`config.mk`:
```
export PLATFORM = sky130hd
export DESIGN_NAME = sub8_pipe
export DESIGN_NICKNAME = d
export VERILOG_FILES = /design/src/rtl/sub8_pipe.sv
export SDC_FILE = /design/constraint.sdc
export NUM_CORES = 1
export LEC_CHECK = 0
export CORE_MARGIN = 5
export CORE_UTILIZATION = 55
export CTS_BUF_LIST = sky130_fd_sc_hd__clkbuf_4
export DETAILED_ROUTE_END_ITERATION = 10
export PLACE_DENSITY = 0.8
export RECOVER_POWER = 50
export SLEW_MARGIN = 15
export SYNTH_ARGS = -nofsm -noshare
export SYNTH_HDL_FRONTEND = slang
export SYNTH_SLANG_ARGS = --single-unit
```
`constraint.sdc`:
```
create_clock -name clk -period 3 [get_ports clk]
set_clock_uncertainty 0.2 [all_clocks]
set_input_delay 0.45 -clock clk [delete_from_list [all_inputs] [get_ports clk]]
set_output_delay 0.45 -clock clk [all_outputs]
set_load 0.1 [all_outputs]
```
`src/rtl/sub8_pipe.sv`:
```
// sub8_pipe: four-stage 8-bit subtractor, one 2-bit ripple-borrow slice per stage,
// with valid/ready handshaking and a single global advance.
module sub8_pipe (
   input  logic       clk,
   input  logic       rst_n,
   input  logic       in_valid,
   output logic       in_ready,
   input  logic [7:0] a,
   input  logic [7:0] b,
   input  logic       bin,
   output logic       out_valid,
   input  logic       out_ready,
   output logic [7:0] d,
   output logic       bout
);
   function automatic logic [2:0] sub2(input logic [1:0] x, input logic [1:0] y, input logic c);
      return {1'b0, x} - {1'b0, y} - {2'b00, c};
   endfunction
   logic       v1, v2, v3, v4, c1, c2, c3, adv;
   logic [1:0] d1;
   logic [3:0] d2;
   logic [5:0] d3;
   logic [7:2] a1, b1;
   logic [7:4] a2, b2;
   logic [7:6] a3, b3;
   logic [2:0] r1, r2, r3, r4;
   assign adv       = !v4 | out_ready;
   assign in_ready  = adv;
   assign out_valid = v4;
   assign r1 = sub2(a[1:0], b[1:0], bin);
   assign r2 = sub2(a1[3:2], b1[3:2], c1);
   assign r3 = sub2(a2[5:4], b2[5:4], c2);
   assign r4 = sub2(a3, b3, c3);
   // d/bout load only from a valid S3 so they keep the last result across bubbles
   always_ff @(posedge clk or negedge rst_n)
      if (!rst_n) begin
         {v1, v2, v3, v4, c1, c2, c3, bout} <= '0;
         {d1, d2, d3, d} <= '0;
         {a1, b1, a2, b2, a3, b3} <= '0;
      end else if (adv) begin
         v1 <= in_valid;
         v2 <= v1;
         v3 <= v2;
         v4 <= v3;
         if (in_valid) begin
            {c1, d1} <= r1;
            a1 <= a[7:2];
            b1 <= b[7:2];
         end
         if (v1) begin
            {c2, d2} <= {r2, d1};
            a2 <= a1[7:4];
            b2 <= b1[7:4];
         end
         if (v2) begin
            {c3, d3} <= {r3, d2};
            a3 <= a2[7:6];
            b3 <= b2[7:6];
         end
         if (v3) {bout, d} <= {r4, d3};
      end
endmodule
```
# Word level (Yosys, flattened, before mapping)

Index checks and enable logic that the tools add are counted.

Add/subtract/negate cells: 8
Bitwise operators: 1
Reductions and logical operators: 5

Operator list:

| operator                  | count |
|---|---|
| subtractor 2 x 2 -> 3 bit | 4 |
| subtractor 3 x 1 -> 3 bit | 4 |
| AND reduction 2 bit       | 4 |
| zero test 1 bit           | 1 |
| bitwise OR 1 bit          | 1 |

Flip-flop bits (word level): 52
Input port bits: 21
Output and inout port bits: 11
Logic and storage cells: 32

# Longest topological paths before layout

Gate-level depths: netlist (run 1).

Depth after elaboration: 3
Depth in mapped cells: 7
Gate-level depth less buffers: 7

# Least setup slack after synthesis (run 1)

OpenSTA, ideal clock, no wires.

Kind: flip-flop to flip-flop
Start: reg c3
End: reg d[7]
Library setup time: 0.126 ns
Arrival time: 2.075 ns
Setup slack: 0.599 ns
Stages on the path, launching flop included: 8
Path buffers: 0
Clock period less this slack: 2.401 ns
Cell sequence: dfrtp_1 inv_1 fa_1 inv_1 ha_1 or2_2 fa_1 mux2_2

Cells in the longest elaborated chain, start to end: 1

Ends and longest elaborated chain:

| item                      | RTL line | text |
|---|---|---|
| start: declaration        | 19       | `logic v1, v2, v3, v4, c1, c2, c3, adv;` |
| start signal: assignment  | 56       | `{c3, d3} <= {r3, d2};` |
| subtractor 3 x 1 -> 3 bit | 17       | `return {1'b0, x} - {1'b0, y} - {2'b00, c};` |
| net r4[1]                 | 26       | `logic [2:0] r1, r2, r3, r4;` |
| end signal: assignment    | 60       | `if (v3) {bout, d} <= {r4, d3};` |
| end: declaration          | 13       | `output logic [7:0] d,` |

The timed path passes the listed nets, and every way through them passes these cells.
A chain may end at the register's enable or synchronous reset.

# Worst setup path after layout (run 1)

Start: in out_ready
End: out in_ready

Cells in the longest elaborated chain, start to end: 1

Ends and longest elaborated chain:

| item               | RTL line | text |
|---|---|---|
| start: declaration | 12       | `input logic out_ready,` |
| bitwise OR 1 bit   | 27       | `assign adv = !v4 \| out_ready;` |
| end: declaration   | 7        | `output logic in_ready,` |

No other way between the ends.

==> results of run 1 <==
[flip-flops by register name, indices dropped and copies added, names as in the netlist]
register   count
a1             6
a2             4
a3             2
b1             6
b2             4
b3             2
bout           1
c1             1
c2             1
c3             1
d              8
d1             2
d2             4
d3             6
out_valid      1
v1             1
v2             1
v3             1
[stage by stage]
stage          area (sq um)  power, mW  utilization  cells
6_report               2620       3.07        0.641    238
5_1_grt                2620       3.30        0.641    238
4_1_cts                2730       3.28        0.667    238
3_5_place_dp           2640       2.90        0.646    229
3_3_place_gp           2640       2.81        0.646    229
2_1_floorplan          2350       2.57            -    150
[layout by cell type, fill, tap and decap left out, drive strengths merged, types with 5 or more instances in the layout]
cell | synthesis | final
dfrtp | 52 | 52
mux2 | 43 | 43
inv | 21 | 21
clkdlybuf4s50 | 0 | 18
o21ai | 13 | 13
buf | 3 | 10
fa | 8 | 8
clkbuf | 0 | 8
nand2 | 5 | 5
[layer usage]
metal	wire, um	track usage	part of all wire	vias to the layer above
met5	0	0	0	-
met4	35	0.0466	0.0096	0
met3	252	0.0422	0.069	5
met2	1840	0.252	0.50	32
met1	1530	0.189	0.42	609
li1	-	-	-	572
[power breakdown]
group / leakage (nW) / total, mW / internal, mW / switching, mW
Sequential: 0.617 / 1.19 / 1.02 / 0.176
Combinational: 0.568 / 1.50 / 0.569 / 0.934
Clock: 0.0403 / 0.377 / 0.170 / 0.206
Total: 1.23 / 3.07 / 1.75 / 1.32
[logic make-up (layout without fill, tap and decap cells)]
logic type	Yosys count	count (layout)	share of synthesized area
flip-flops	52	52	0.553
multiplexers	43	43	0.244
buffers and inverters	24	62	0.0622
AO/OA/AOI/OAI	13	13	0.0276
adder cells (fa/ha/maj)	10	10	0.0787
AND/OR/NAND/NOR	7	7	0.0308
XOR/XNOR	1	1	0.00372
[cell type report]
| cell class | count | share of cell area |
|---|---|---|
| Clock buffer | 5 | 0.0143 |
| Clock inverter | 3 | 0.0143 |
| Inverter | 21 | 0.0330 |
| Multi-Input combinational cell | 74 | 0.308 |
| Sequential cell | 52 | 0.497 |
| Tap cell | 50 | 0.0239 |
| Timing Repair Buffer | 33 | 0.109 |
[worst max-delay path, cell delays in order]
cell	delay [ns]
dlygate4sd3_1	0.53
nor2b_1	0.56
inv_8	0.08
buf_4	0.26
[how the worst max path moves through the flow]
stage | endpoint | cells after the start | slack, ns | startpoint
3_5_place_dp | d[7] | 7 | 0.53 | c3
4_1_cts | d[7] | 7 | 0.51 | c3
5_1_grt | b1[6] | 5 | 0.38 | out_ready
6_report | in_ready | 4 | 0.47 | out_ready
3_3_place_gp | d[7] | 7 | 0.58 | c3
2_1_floorplan | d[7] | 7 | 0.60 | c3
[what timing repair did]
item | in CTS | in global routing
hold buffers | 1 | 0
setup buffers | 0 | 0
endpoints found under the hold margin | 26 | 0
endpoints found under the setup margin | 0 | 0
==> results.txt, run 1 <==
Most numerous cell in the Yosys netlist: dfrtp_1
Hold Crit Endpoint: a3[6]
Gate Count Post-Synth: 150
Number of buffers created by CTS: 5
Via count: 1218
Worst hold slack: 0.301 ns
#FFs+latches synth: 52
FF-to-FF Start: c3
Via/cell ratio: 5.12
Ports: 32
Leading area contributor after synthesis: dfrtp_1
Die Wd: 75.4 um
Largest net degree at the start of global routing: 28
Sinks on the clock net: 52
Setup crit start kind: primary input
IO buf count: 31
Residual DRC: 0
Reg area: 0.00130 sq mm
Root buf cell: clkbuf_4
Post-Syn Area per Cell: 15.7 sq um
H-tree depth: 2
Height of the die: 75.4 um
Antenna violations before repair: 0
Rows: 23
WS Path Type: primary input to primary output
Hold Path Stages: 1
Pwr dens: 1170 mW/mm^2
HP Start: a2[6]
Worst-Margin Slew: 1.37 ns
R2R Path End: d[7]
Syn nets: 181
Synth async-reset ratio: 1.00
Setup repair after global routing missed its margin: no
HPWL Detailed: 2770 um
Final setup violating endpoints: 0
Final antenna-violating net count: 0
Yosys Warn Count: 0
Area contributors post-synth: dfrtp_1 55%, mux2_4 15%, mux2_2 9.1%, fa_1 6.8%, inv_1 3.2%
RePlAce Congestion: 0.754
Share of cells above drive strength 1: 0.245
GRT Total Usage: 0.150
Sequential share of the synthesized area: 0.553
Routed wire per std cell: 15.3 um
Crit share post-route: 0.843
1st-pass router iterations: 3
Fin. max-slew vios: 0
VDD IR-drop max: 0.000488 V
Highest clock rate: 396 MHz
Total Wirelength: 3650 um
Post-synth EDFFs: 0
CP required: 2.35 ns
Pre-CTS setup slack: 0.530 ns
R2R Setup Slk: 0.53 ns
Core Region: 0.00409 sq mm
Total gr overflow: 0
Worst min path class: flip-flop to flip-flop
Cells on worst reg2reg path: 7
Final #Nets: 218
Cts repair resizes: 0
CTS Buffer Depth: 2
First-pass GRT wire length: 6270 um
Clk_lat worst skew: 0.37 ns
Multi-input combinational cell area: 807 sq um
Synth top area share: 0.553
Area grow syn2layout: 11.3%
Yosys cell types: 16
Die area: 0.00569 sq mm
Max Cap Viol: 0
Max_slew headroom: 0.0882
DRT iter0 DRCs: 32
Ys flop type: dfrtp_1
Post-synth top cells: 52 x dfrtp_1, 24 x mux2_4, 20 x inv_1, 19 x mux2_2, 13 x o21ai_0
Clock Pin Slew Worst Setup and Hold Paths: 0.14 ns
Crit end category: primary output
Mapped cell area: 0.00235 sq mm
Arrival time at the worst endpoint: 1.88 ns
Run status: finished clean
Setup WS post-layout: 0.472 ns
Final hold vios: 0
FILL cells: 333
Setup tns final: 0 ns
Min Clock Period, post-route: 2.53 ns
Initial Utilization: 0.576
# diodes: 0
CTS tree: done
Vias in the first global route: 1299
Crit path max fanout: 9
Lkg Pwr: 1.23 nW
No activity file was read; power rests on OpenSTA's default activity.
==> run 2, diff against run 1 <==
- CORE_UTILIZATION: 55 -> 51
- PLACE_DENSITY: 0.8 -> 0.78
- clock period: 3 -> 2.3 ns (I/O delays scaled with it)
==> run 2 against run 1 <==
  * The run now ends with setup timing left
  * Sequential share of layout area decreased by 2.4 points
  * Wire length decreased by 5.8%
  * Sequential power increased by 31%
  * Die area increased by 6.8%
  * Core utilization decreased by 1.8 points
  * Via count increased by 0.49%
  * Largest power group unchanged
==> results.txt, run 2 (synthesis results as in run 1) <==
Final setup violating endpoints: 1
Crit path max fanout: 2
CP most frequent cell: fa_1
Hold Crit Endpoint: b2[7]
Number of flip-flops in the largest register: 8
Die area: 0.00607 sq mm
R2R Path End: d[7]
HPWL Detailed: 2610 um
WS Path Type: flip-flop to flip-flop
Hold Path Stages: 1
CTS tree: done
Largest net degree at the start of global routing: 53
H-tree depth: 2
Critical-path top delay cell: fa_1
HP Start: b1[7]
Lkg Pwr: 1.33 nW
CTS Buffer Depth: 2
Area grow syn2layout: 16.9%
Routed wire per std cell: 14.0 um
Min Clock Period, post-route: 2.42 ns
Via/cell ratio: 4.98
Most common cell after layout, fill and taps aside: dfrtp_1
Clock Pin Slew Worst Setup and Hold Paths: 0.13 ns
Ports: 32
Residual DRC: 0
Setup crit start kind: flip-flop
First-pass GRT wire length: 6020 um
Run status: complete, but fails checks
Antenna violations before repair: 0
Pwr dens: 1530 mW/mm^2
Crit share post-route: 1.05
GRT Total Usage: 0.126
Delay-heaviest family, CP: adder cells
Clk_lat worst skew: 0.36 ns
DRT iter0 DRCs: 54
Crit end category: flip-flop
Setup WS post-layout: -0.125 ns
Number of buffers created by CTS: 5
Setup repair after global routing missed its margin: yes
FILL cells: 327
1st-pass router iterations: 4
Max_slew headroom: 0.186
Sinks on the clock net: 52
Final #Nets: 224
Most frequent cells in the layout: 52 x dfrtp_1, 25 x mux2_4, 19 x inv_1, 19 x clkdlybuf4s50_1, 18 x mux2_2
Crit-path cells: inv_2 -> fa_1 -> inv_1 -> ha_2 -> or2_4 -> fa_1 -> mux2_4
RePlAce Congestion: 0.689
Share of cells above drive strength 1: 0.387
Worst-Margin Slew: 1.22 ns
FF-to-FF Start: b3[6]
Height of the die: 77.9 um
Arrival time at the worst endpoint: 2.48 ns
Core Region: 0.00441 sq mm
Total gr overflow: 0
R2R Setup Slk: -0.12 ns
CP required: 2.36 ns
Pre-CTS setup slack: -0.146 ns
Violated checks: setup timing
Fin. max-slew vios: 0
Cells on worst reg2reg path: 7
Max stage delay on crit path: 0.55 ns
Root buf cell: clkbuf_4
Highest clock rate: 412 MHz
Initial Utilization: 0.533
Vias in the first global route: 1307
Worst min path class: flip-flop to flip-flop
Buf/Inv on CP: 2
Die Wd: 77.9 um
Total power: 4.22 mW
Max Cap Viol: 0
# diodes: 0
Final hold vios: 0
Final antenna-violating net count: 0
Rows: 24
VDD IR-drop max: 0.000619 V
Total Wirelength: 3440 um
Via count: 1224
IO buf count: 31
run 2: changes by cell type in the layout (fill, tap and decap cells not counted), moves of 3 or more:
cell / delta
clkbuf_1: -3
mux2_1: -16
mux2_4: +17
buf_4: +6
run 2: worst max-delay path by stage:
stage,startpoint,endpoint,slack [ns],cells after the start
after floorplan,b3[6],d[7],-0.04,7
after global routing,b3[6],d[7],-0.22,7
after global placement,b3[6],d[7],-0.05,7
after detailed placement,b3[6],d[7],-0.15,7
after CTS,b3[6],d[7],-0.13,7
final,b3[6],d[7],-0.12,7
run 2: power breakdown:
group | switching [mW] | internal, mW
Combinational | 1.26 | 1.01
Sequential | 0.234 | 1.32
Clock | 0.265 | 0.129
Total | 1.76 | 2.46
run 2: worst register-to-register path, delay by kind of cell, from the launching register on:
family / cells / cell delay [ns]
adders and majority gates: 3 / 1.14
DFF: 1 / 0.38
muxes: 1 / 0.27
and+or+nand+nor: 1 / 0.22
buffers and inverters: 2 / 0.11
run 2: metal layers:
metal | part of all wire | routed length, um | track usage | vias to the layer above
met5 | 0 | 0 | 0 | -
met4 | 0.024 | 82 | 0.0625 | 0
met3 | 0.056 | 194 | 0.0405 | 9
met2 | 0.48 | 1650 | 0.194 | 29
met1 | 0.44 | 1510 | 0.159 | 610
li1 | - | - | - | 576
run 2: repair_timing:
action,CTS,global route
setup buffers,1,1
resized for setup,2,0
endpoints found under the hold margin,52,0
cloned,0,0
setup endpoints to repair,1,2
hold buffers,1,0
run 2: per-stage QoR:
step	TNS, ns	area, sq um	std cells	util	hold slack [ns]
final	-0.125	2750	246	0.623	0.317
after global placement	-0.0533	2710	235	0.613	0.152
after detailed placement	-0.146	2710	235	0.613	0.154
after floorplan	-0.0442	2360	150	-	-0.151
after global routing	-0.273	2750	246	0.623	0.339
after CTS	-0.132	2780	245	0.630	0.276
run 2: area by class of cell:
class	count	area, sq um	area share
tap	52	65.1	0.0236
sequential	52	1300	0.473
multi-input combinational	74	892	0.324
inverter	21	86.3	0.0314
clock inverter	2	11.3	0.00409
timing repair buffer	39	350	0.127
clock buffer	6	45.0	0.0164
==> run 3, diff against run 2 <==
- CORE_UTILIZATION: 51 -> 49
- CTS_BUF_LIST: sky130_fd_sc_hd__clkbuf_4 -> default
- PLACE_DENSITY: 0.78 -> 0.75
==> run 3 against run 2 <==
  * The flow still finishes with violations (setup timing)
  * Maximum frequency rose by 0.16%
  * Count of clock-buffer cells in the layout rose by 2
  * Critical path depth unchanged
  * Via count about the same
  * Largest cell class unchanged
  * Largest power group unchanged
==> results.txt, run 3 (synthesis results as in run 1) <==
Clock Pin Slew Worst Setup and Hold Paths: 0.09 ns
Crit share post-route: 1.05
Routed wire per std cell: 14.9 um
Crit end category: flip-flop
Number of buffers created by CTS: 5
GRT Total Usage: 0.136
Residual DRC: 0
Lkg Pwr: 1.35 nW
1st-pass router iterations: 4
Crit path max fanout: 2
Sequential fraction of design power: 0.362
Ports: 32
Run status: complete, but fails checks
Setup crit start kind: flip-flop
Max stage delay on crit path: 0.57 ns
Final antenna-violating net count: 0
Critical-path top delay cell: fa_1
Final #Nets: 223
Vias in the first global route: 1342
H-tree depth: 2
Fin util: 0.593
Number of flip-flops in the largest register: 8
# diodes: 0
HPWL Detailed: 2760 um
Share of cells above drive strength 1: 0.389
Logic pwr share: 0.518
Total gr overflow: 0
Most common cell after layout, fill and taps aside: dfrtp_1
Final hold vios: 0
Max Cap Viol: 0
RePlAce Congestion: 0.751
Via count: 1225
Worst-Margin Slew: 0.794 ns
Final Cell Area: 0.00278 sq mm
DRT iter0 DRCs: 62
Via/cell ratio: 4.96
Violated checks: setup timing
Antenna violations before repair: 0
Max_slew headroom: 0.470
CTS tree: done
Fin. max-slew vios: 0
IO buf count: 31
Most frequent cells in the layout: 52 x dfrtp_1, 25 x mux2_4, 19 x inv_1, 19 x clkdlybuf4s50_1, 18 x mux2_2
Height of the die: 79.3 um
Worst min path class: flip-flop to flip-flop
CP required: 2.29 ns
Initial Utilization: 0.502
Largest net degree at the start of global routing: 28
WS Path Type: flip-flop to flip-flop
Clock share of power: 0.119
Pre-CTS setup slack: -0.151 ns
Setup WS post-layout: -0.121 ns
CTS Buffer Depth: 2
Internal power: 2.57 mW
Highest clock rate: 413 MHz
Sw Share: 0.410
VDD IR-drop max: 0.000719 V
Root buf cell: clkbuf_8
Buf/Inv on CP: 2
Area grow syn2layout: 18.2%
CP most frequent cell: fa_1
Final setup violating endpoints: 1
Crit-path cells: inv_2 -> fa_1 -> inv_1 -> ha_2 -> or2_4 -> fa_1 -> mux2_4
Die Wd: 79.3 um
First-pass GRT wire length: 6590 um
Area after DPL: 0.00270 sq mm
Core Region: 0.00469 sq mm
Switch Pwr: 1.79 mW
Sinks on the clock net: 52
Clk_lat worst skew: 0.30 ns
Setup repair after global routing missed its margin: yes
FILL cells: 367
Fin cells: 247
Placed Instances: 236
Rows: 25
Total Wirelength: 3680 um
Die area: 0.00629 sq mm
Delay-heaviest family, CP: adder cells
Min Clock Period, post-route: 2.42 ns
Total power: 4.36 mW
Arrival time at the worst endpoint: 2.41 ns
Pwr dens: 1570 mW/mm^2
run 3: cell types whose count changed in the layout (fill, tap and decap cells not counted), moves of 2 or more:
cell / change
clkbuf_2: +3
clkbuf_8: +6
buf_4: -3
clkbuf_1: +2
clkbuf_4: -6
nand2_4: +2
run 3: area by class of cell:
class,count,area [sq um],share of cell area
Sequential cell,52,1300,0.468
Multi-Input combinational cell,74,898,0.323
Timing Repair Buffer,38,338,0.121
Clock buffer,8,90.1,0.0324
Inverter,21,86.3,0.0310
Tap cell,54,67.6,0.0243
run 3: worst paths after layout:
kind / start / to / slack, ns / depth (start not counted)
setup / recovery: c3 / d[7] / -0.12 / 7
hold / removal: b1[7] / b1[7] / 0.31 / 1
setup reg to reg: c3 / d[7] / -0.12 / 7
hold reg to reg: b1[7] / b1[7] / 0.31 / 1
max in group asynchronous: rst_n / a1[5] / 0.45 / 3
min in group asynchronous: rst_n / d[7] / 0.40 / 2
run 3: power by group through the flow:
stage	clock, mW	sequential, mW	combinational (mW)
2_1_floorplan	0	2.16	1.24
3_3_place_gp	0	1.57	2.19
3_5_place_dp	0	1.61	2.28
4_1_cts	0.541	1.59	2.31
5_1_grt	0.584	1.63	2.45
6_report	0.520	1.58	2.26
run 3: layer usage:
layer | wire, um | vias to the layer above | share of wire | GRT usage
met1 | 1610 | 606 | 0.44 | 0.181
li1 | - | 579 | - | -
met3 | 186 | 7 | 0.051 | 0.0317
met5 | 0 | - | 0 | 0
met2 | 1810 | 33 | 0.49 | 0.214
met4 | 78 | 0 | 0.021 | 0.0567
run 3: worst register-to-register path, delay by kind of cell, from the launching register on:
| kind | cells | cell delay [ns] |
|---|---|---|
| adders and majority gates | 3 | 1.15 |
| buffers and inverters | 2 | 0.10 |
| and+or+nand+nor | 1 | 0.22 |
| muxes | 1 | 0.27 |
| DFF | 1 | 0.37 |
run 3: what timing repair did:
item / 4_1_cts / 5_1_grt
hold buffers: 1 / 0
setup buffers: 1 / 1
endpoints found under the hold margin: 26 / 0
pin swaps: 1 / 0
gates resized for setup: 2 / 0
endpoints found under the setup margin: 1 / 2
run 3: stage by stage:
stage / TNS (ns) / hold slack [ns]
global route: -0.236 / 0.322
finish: -0.121 / 0.309
CTS: -0.124 / 0.313
floorplan: -0.0442 / -0.151
global placement: -0.0537 / 0.186
detailed placement: -0.151 / 0.195
